<file path="config.mk">
export PLATFORM = sky130hd
export DESIGN_NAME = uart_tx_ctrl
export DESIGN_NICKNAME = d
export VERILOG_FILES = /design/src/rtl/uart_tx_ctrl.sv
export SDC_FILE = /design/constraint.sdc
export NUM_CORES = 1
export LEC_CHECK = 0
export BUFFER_PORTS_ARGS = -buffer_cell sky130_fd_sc_hd__buf_2
export CAP_MARGIN = 0
export CORE_AREA = 2 2 46 48
export DETAILED_ROUTE_END_ITERATION = 8
export DIE_AREA = 0 0 48 50
export GPL_TIMING_DRIVEN = 0
export PLACE_DENSITY_LB_ADDON = 0.12
export SYNTH_ARGS = -nofsm -noshare
export SYNTH_HDL_FRONTEND = slang
export SYNTH_SLANG_ARGS = --single-unit
</file>
<file path="constraint.sdc">
create_clock -name CLK -period 4.8 [get_ports CLK]
set_input_delay 0.72 -clock CLK [delete_from_list [all_inputs] [get_ports CLK]]
set_output_delay 0.72 -clock CLK [all_outputs]
set_load 0.01 [all_outputs]
</file>
<file path="src/rtl/uart_tx_ctrl.sv">
// UART transmit frame sequencer: accepts a byte, drives the serializer and
// muxes start/data/parity/stop bits onto the line, one bit per baud clock.
module uart_tx_ctrl #(
  parameter int DATA_WIDTH = 8,
  parameter int STOP_BITS  = 1
) (
  input  logic                  CLK,
  input  logic                  RST,
  input  logic [DATA_WIDTH-1:0] P_DATA,
  input  logic                  Data_Valid,
  input  logic                  PAR_EN,
  input  logic                  PAR_TYP,
  input  logic                  ser_data,
  input  logic                  ser_done,
  output logic                  ser_load,
  output logic                  ser_en,
  output logic [DATA_WIDTH-1:0] P_DATA_lat,
  output logic                  TX_OUT,
  output logic                  Busy,
  output logic                  ser_err
);

  localparam int CNT_W  = $clog2(DATA_WIDTH + 1);
  localparam int STOP_W = (STOP_BITS > 1) ? $clog2(STOP_BITS) : 1;

  typedef enum logic [2:0] {
    S_IDLE,
    S_START,
    S_DATA,
    S_PARITY,
    S_STOP
  } state_t;

  state_t              r_state;
  state_t              w_state_next;
  logic [CNT_W-1:0]    r_bit_cnt;
  logic [STOP_W-1:0]   r_stop_cnt;
  logic                r_par_en;
  logic                r_par_bit;
  logic                r_busy;
  logic                r_ser_err;
  logic                w_last_stop;
  logic                w_accept;
  logic                w_watchdog;

  assign w_last_stop = (r_state == S_STOP) && (r_stop_cnt == STOP_W'(STOP_BITS - 1));
  assign w_accept    = Data_Valid && ((r_state == S_IDLE) || w_last_stop);
  // Last data slot reached without the serializer flagging completion.
  assign w_watchdog  = (r_state == S_DATA) && !ser_done &&
                       (r_bit_cnt == CNT_W'(DATA_WIDTH - 1));

  always_comb begin
    w_state_next = r_state;
    ser_load     = 1'b0;
    ser_en       = 1'b0;
    TX_OUT       = 1'b1;
    case (r_state)
      S_IDLE: begin
        if (w_accept) w_state_next = S_START;
      end
      S_START: begin
        ser_load     = 1'b1;
        ser_en       = 1'b1;
        TX_OUT       = 1'b0;
        w_state_next = S_DATA;
      end
      S_DATA: begin
        ser_en = 1'b1;
        TX_OUT = ser_data;
        if (ser_done)        w_state_next = r_par_en ? S_PARITY : S_STOP;
        else if (w_watchdog) w_state_next = S_STOP;
      end
      S_PARITY: begin
        TX_OUT       = r_par_bit;
        w_state_next = S_STOP;
      end
      S_STOP: begin
        if (w_last_stop) w_state_next = w_accept ? S_START : S_IDLE;
      end
      default: w_state_next = S_IDLE;
    endcase
  end

  always_ff @(posedge CLK or negedge RST) begin
    if (!RST) begin
      r_state    <= S_IDLE;
      r_bit_cnt  <= '0;
      r_stop_cnt <= '0;
      r_par_en   <= 1'b0;
      r_par_bit  <= 1'b0;
      r_busy     <= 1'b0;
      r_ser_err  <= 1'b0;
      P_DATA_lat <= '0;
    end else begin
      r_state   <= w_state_next;
      r_busy    <= (w_state_next != S_IDLE);
      r_ser_err <= w_watchdog;
      if (w_accept) begin
        P_DATA_lat <= P_DATA;
        r_par_en   <= PAR_EN;
        r_par_bit  <= (^P_DATA) ^ PAR_TYP;
      end
      if (r_state == S_START)     r_bit_cnt <= '0;
      else if (r_state == S_DATA) r_bit_cnt <= r_bit_cnt + 1'b1;
      if (r_state == S_STOP) r_stop_cnt <= r_stop_cnt + 1'b1;
      else                   r_stop_cnt <= '0;
    end
  end

  assign Busy    = r_busy;
  assign ser_err = r_ser_err;

endmodule
</file>
== Word-level counts from Yosys, hierarchy flattened ==
Cells that the tools add are included.

* Equality and inequality tests: 5
* Reductions and logical operators: 11
* Mux-type cells: 13
* $add $sub $neg: 2
* Bitwise logic cells: 2

{| class="wikitable"
|+ Operators with widths
! operator !! count
|-
| $mux W3 || 5
|-
| $pmux W3 S5 || 1
|-
| $mux W4 || 2
|-
| $reduce_xor A8 Y1 || 1
|-
| $eq A3 B2 Y1 const B || 2
|-
| $add A4 B1 Y4 const B || 1
|-
| $eq A4 B3 Y1 const B || 1
|-
| $logic_and A1 B1 Y1 || 4
|-
| $mux W1 || 4
|-
| $eq A3 B1 Y1 const B || 1
|-
| $eq A3 B3 Y1 const B || 1
|-
| $logic_not A3 Y1 || 1
|-
| $pmux W1 S3 || 1
|-
| $reduce_bool A3 Y1 || 1
|-
| $reduce_bool A2 Y1 || 1
|-
| $reduce_or A2 Y1 || 1
|-
| $add A1 B1 Y1 const B || 1
|-
| $logic_not A1 Y1 || 1
|-
| $logic_or A1 B1 Y1 || 1
|-
| $not A1 Y1 || 1
|-
| $xor A1 B1 Y1 || 1
|}

* Word-level logic and storage cells: 41
* Input bits: 15
* Output and inout bits: 13
* Flip-flop bits (word level): 20

== Depth between registers and ports, before layout ==
* Word-level depth: 8
* Depth in mapped cells: 6

== Worst setup path before layout ==
Ideal clock, no wire load.

* Path type: flip-flop to output port
* Start point: register r_state[1]
* End point: output ser_en
* Data arrival time: 1,137 ps
* Path slack: 2,943 ps
* Stages on the path, launching flop included: 5
* Data required time: 4,080 ps
* Path buffers: 1
* Path through: dfrtp_1 > buf_2 > nor3b_1 > nor2_1 > inv_1

* Word-level cells in the longest chain between the ends: 3
* Elaborated cells on any way between the ends: 4
* Classes of those cells: eq/ne: 2; mux: 1; reduce/logical: 1

{| class="wikitable"
|+ Ends and longest elaborated chain
! item !! line !! text
|-
| start: declaration || 34 || <nowiki>state_t r_state;</nowiki>
|-
| start signal: assignment || 95 || <nowiki>r_state <= w_state_next;</nowiki>
|-
| $eq A3 B1 Y1 or $eq A3 B2 Y1 (tied branches) || 57 || <nowiki>case (r_state)</nowiki>
|-
| $reduce_or A2 Y1 (no source line) * || - ||
|-
| $mux W1 * || 57 ||
|-
| end: declaration || 16 || <nowiki>output logic ser_en,</nowiki>
|}

Every way passes the cells marked *; elsewhere a longest branch is shown, timed or not.

== Final worst setup path ==
* Start point: register r_state[2]
* End point: output ser_en

Same word-level chain as after synthesis.

==> reports/metrics.csv <==
metric,value,unit
fin_tns_setup,0,ns
root_buffer,clkbuf_4,
seq_area,500,um2
syn_area_per_cell,12.1,um2
fin_crit_sh,0.480,
worst_slew_pin_slew,0.424,ns
dpl.cell_count,133,
routed_via_density,4.96,
dr.pass1.iters,4,
core,1900,um2
crit_family,simple AND/OR/NAND/NOR gates,
multi_input_area,435,um2
clk_pin_slew,0.11,ns
final_max_slew_viol_count,0,
critPathSlowestCell,dfrtp_1,
fin_util,0.612,
cts_buffer_depth,2,
synth_warnings,0,
layout.cells.non_filler,137,
port_buffers,27,
power.leakage,0.553,nW
post_drt_wl_per_cell,12.2,um
crit_buf_inv,2,
grt-ovfl-total,0,
worstSetupPathType,reg -> out,
place.gp.congestion,0.767,
drc,0,
drive_gt1_frac,0.382,
diodes,0,
num-nets-final,127,
design_area,1160,um2
cts_made_buffers,3,
rsz0062_at_grt,no,
clkSinkCount,20,
maxCapViolCount,0,
fin_skew,0.00110,ns
max_stage_delay,0.50,ns
fill_cells,167,
cts_setup_buffers,0,
status,finished clean,
die_y,50,um
post_dp_cell_area,1130,um2
final_cell_mix,"buf_2, dfrtp_1, nand2_1",
grt_max_degree,21,
start_util,0.504,
ys_ff_latch,20,
dpl.hpwl,1.24,mm
crit_chain,nor3b_2 -> nor2_1 -> inv_1 -> buf_2,
grt_pass1_vias,704,
min-delay-path-class,in -> async,
antenna_left,0,
cts_tree,yes,
cts_max_level,1,
syn-num-nets,95,
final_common_cell,buf_2,
cp.required,4.08,ns
area_delta_synth_final,21.4,%
fmax,0.434,GHz
row_count,16,
die-width,48,um
pin_count,28,
path_max_fanout,9,
grt_use_total,0.179,
synthCells,79,
synth-seq-area-share,0.522,
r2r_setup_slack,3.07,ns
crit_path_end_kind,output port,
start_kind,register,
cts_resized,0,
vias,680,
ctsHoldBuffers,0,
dieArea,2400,um2
wl,1.67,mm
final-hold-violation-count,0,
ir_worst_vdd,0.000342,V
setup-violations-final,0,
first_iter_violations,11,
clk-insertion-delay-late,0.30,ns
antenna_found_initial,0,
grt_pass1_wl,3.02,mm
synth_area,958,um2
post-route-min-period,2.30,ns
max-slew-margin-rel,0.717,
total_power,0.000676,W
crit_arrival,1.58,ns
powerDensity,581,nW/um2
ys_types,30,
==> power by group <==
part,internal [W],switching [W],total (W),leakage (nW)
sequential,0.000239,0.0000453,0.000284,0.249
clock,0.0000463,0.0000516,0.0000980,0.0210
combinational,0.000142,0.000152,0.000294,0.283
total,0.000428,0.000249,0.000676,0.553
==> metal layers <==
layer / GRT usage / up-vias / wire length (um)
li1: - / 341 / -
met1: 0.233 / 317 / 747
met2: 0.278 / 17 / 804
met3: 0.0330 / 5 / 68
met4: 0.0811 / 0 / 47
met5: 0 / - / 0
==> cell usage after synthesis <==
cell type,count,share of area
nor3b_2,1,0.013
o21ai_0,5,0.026
a21oi_1,1,0.0052
xnor3_1,1,0.023
nand2b_1,3,0.020
nor2_1,3,0.012
or3b_1,1,0.0091
a211o_2,1,0.010
o21ai_1,3,0.016
mux2_1,6,0.070
nor4bb_4,1,0.026
dfrtp_1,20,0.52
nor3b_1,1,0.0078
mux2_2,3,0.035
o311ai_1,1,0.0091
nand2_1,7,0.027
buf_2,3,0.016
xnor2_1,4,0.037
and2_2,1,0.0078
a22o_1,1,0.0091
or3_1,1,0.0065
ha_1,1,0.013
inv_1,2,0.0078
a31oi_1,1,0.0065
nand3b_1,1,0.0078
nor4b_1,1,0.0091
xor2_1,2,0.018
nand4_1,1,0.0065
o311ai_2,1,0.017
nand3_1,1,0.0052
==> worst paths after layout <==
kind | start | to | cells past startpoint
worst max-delay path | r_state[2] | ser_en | 4
worst min-delay path | RST | P_DATA_lat[5] | 1
worst max register to register | r_bit_cnt[0] | Busy | 5
worst min register to register | r_stop_cnt | r_stop_cnt | 1
max in group asynchronous | RST | r_bit_cnt[3] | 1
min in group CLK | r_stop_cnt | r_stop_cnt | 1
==> through the flow <==
step	setup WS, ns	hold WS [ns]
floorplan	2.94	0.409
global placement	2.85	0.427
detailed placement	2.85	0.427
CTS	2.48	0.336
global route	2.33	0.346
finish	2.50	0.332
==> layout make-up <==
type                            count  share of cell area
Sequential cell                    20               0.430
Multi-Input combinational cell     54               0.374
Timing Repair Buffer               27               0.116
Clock buffer                        4              0.0312
Tap cell                           27              0.0290
Buffer                              3              0.0129
Inverter                            2             0.00645
==> logic make-up after synthesis <==
logic type | count (synthesis) | synth area share
simple gates | 23 | 0.158
xor+xnor | 7 | 0.0783
fa+ha+maj | 1 | 0.0131
flops | 20 | 0.522
buf+inv | 5 | 0.0235
mux | 9 | 0.106
compound gates | 14 | 0.0992
==> state kept, by name, indices dropped and copies added (netlist names) <==
signal	cells
r_par_en	1
r_bit_cnt	4
r_stop_cnt	1
P_DATA_lat	8
ser_err	1
r_par_bit	1
r_state	3
Busy	1
No activity file was read; power rests on OpenSTA's default activity.
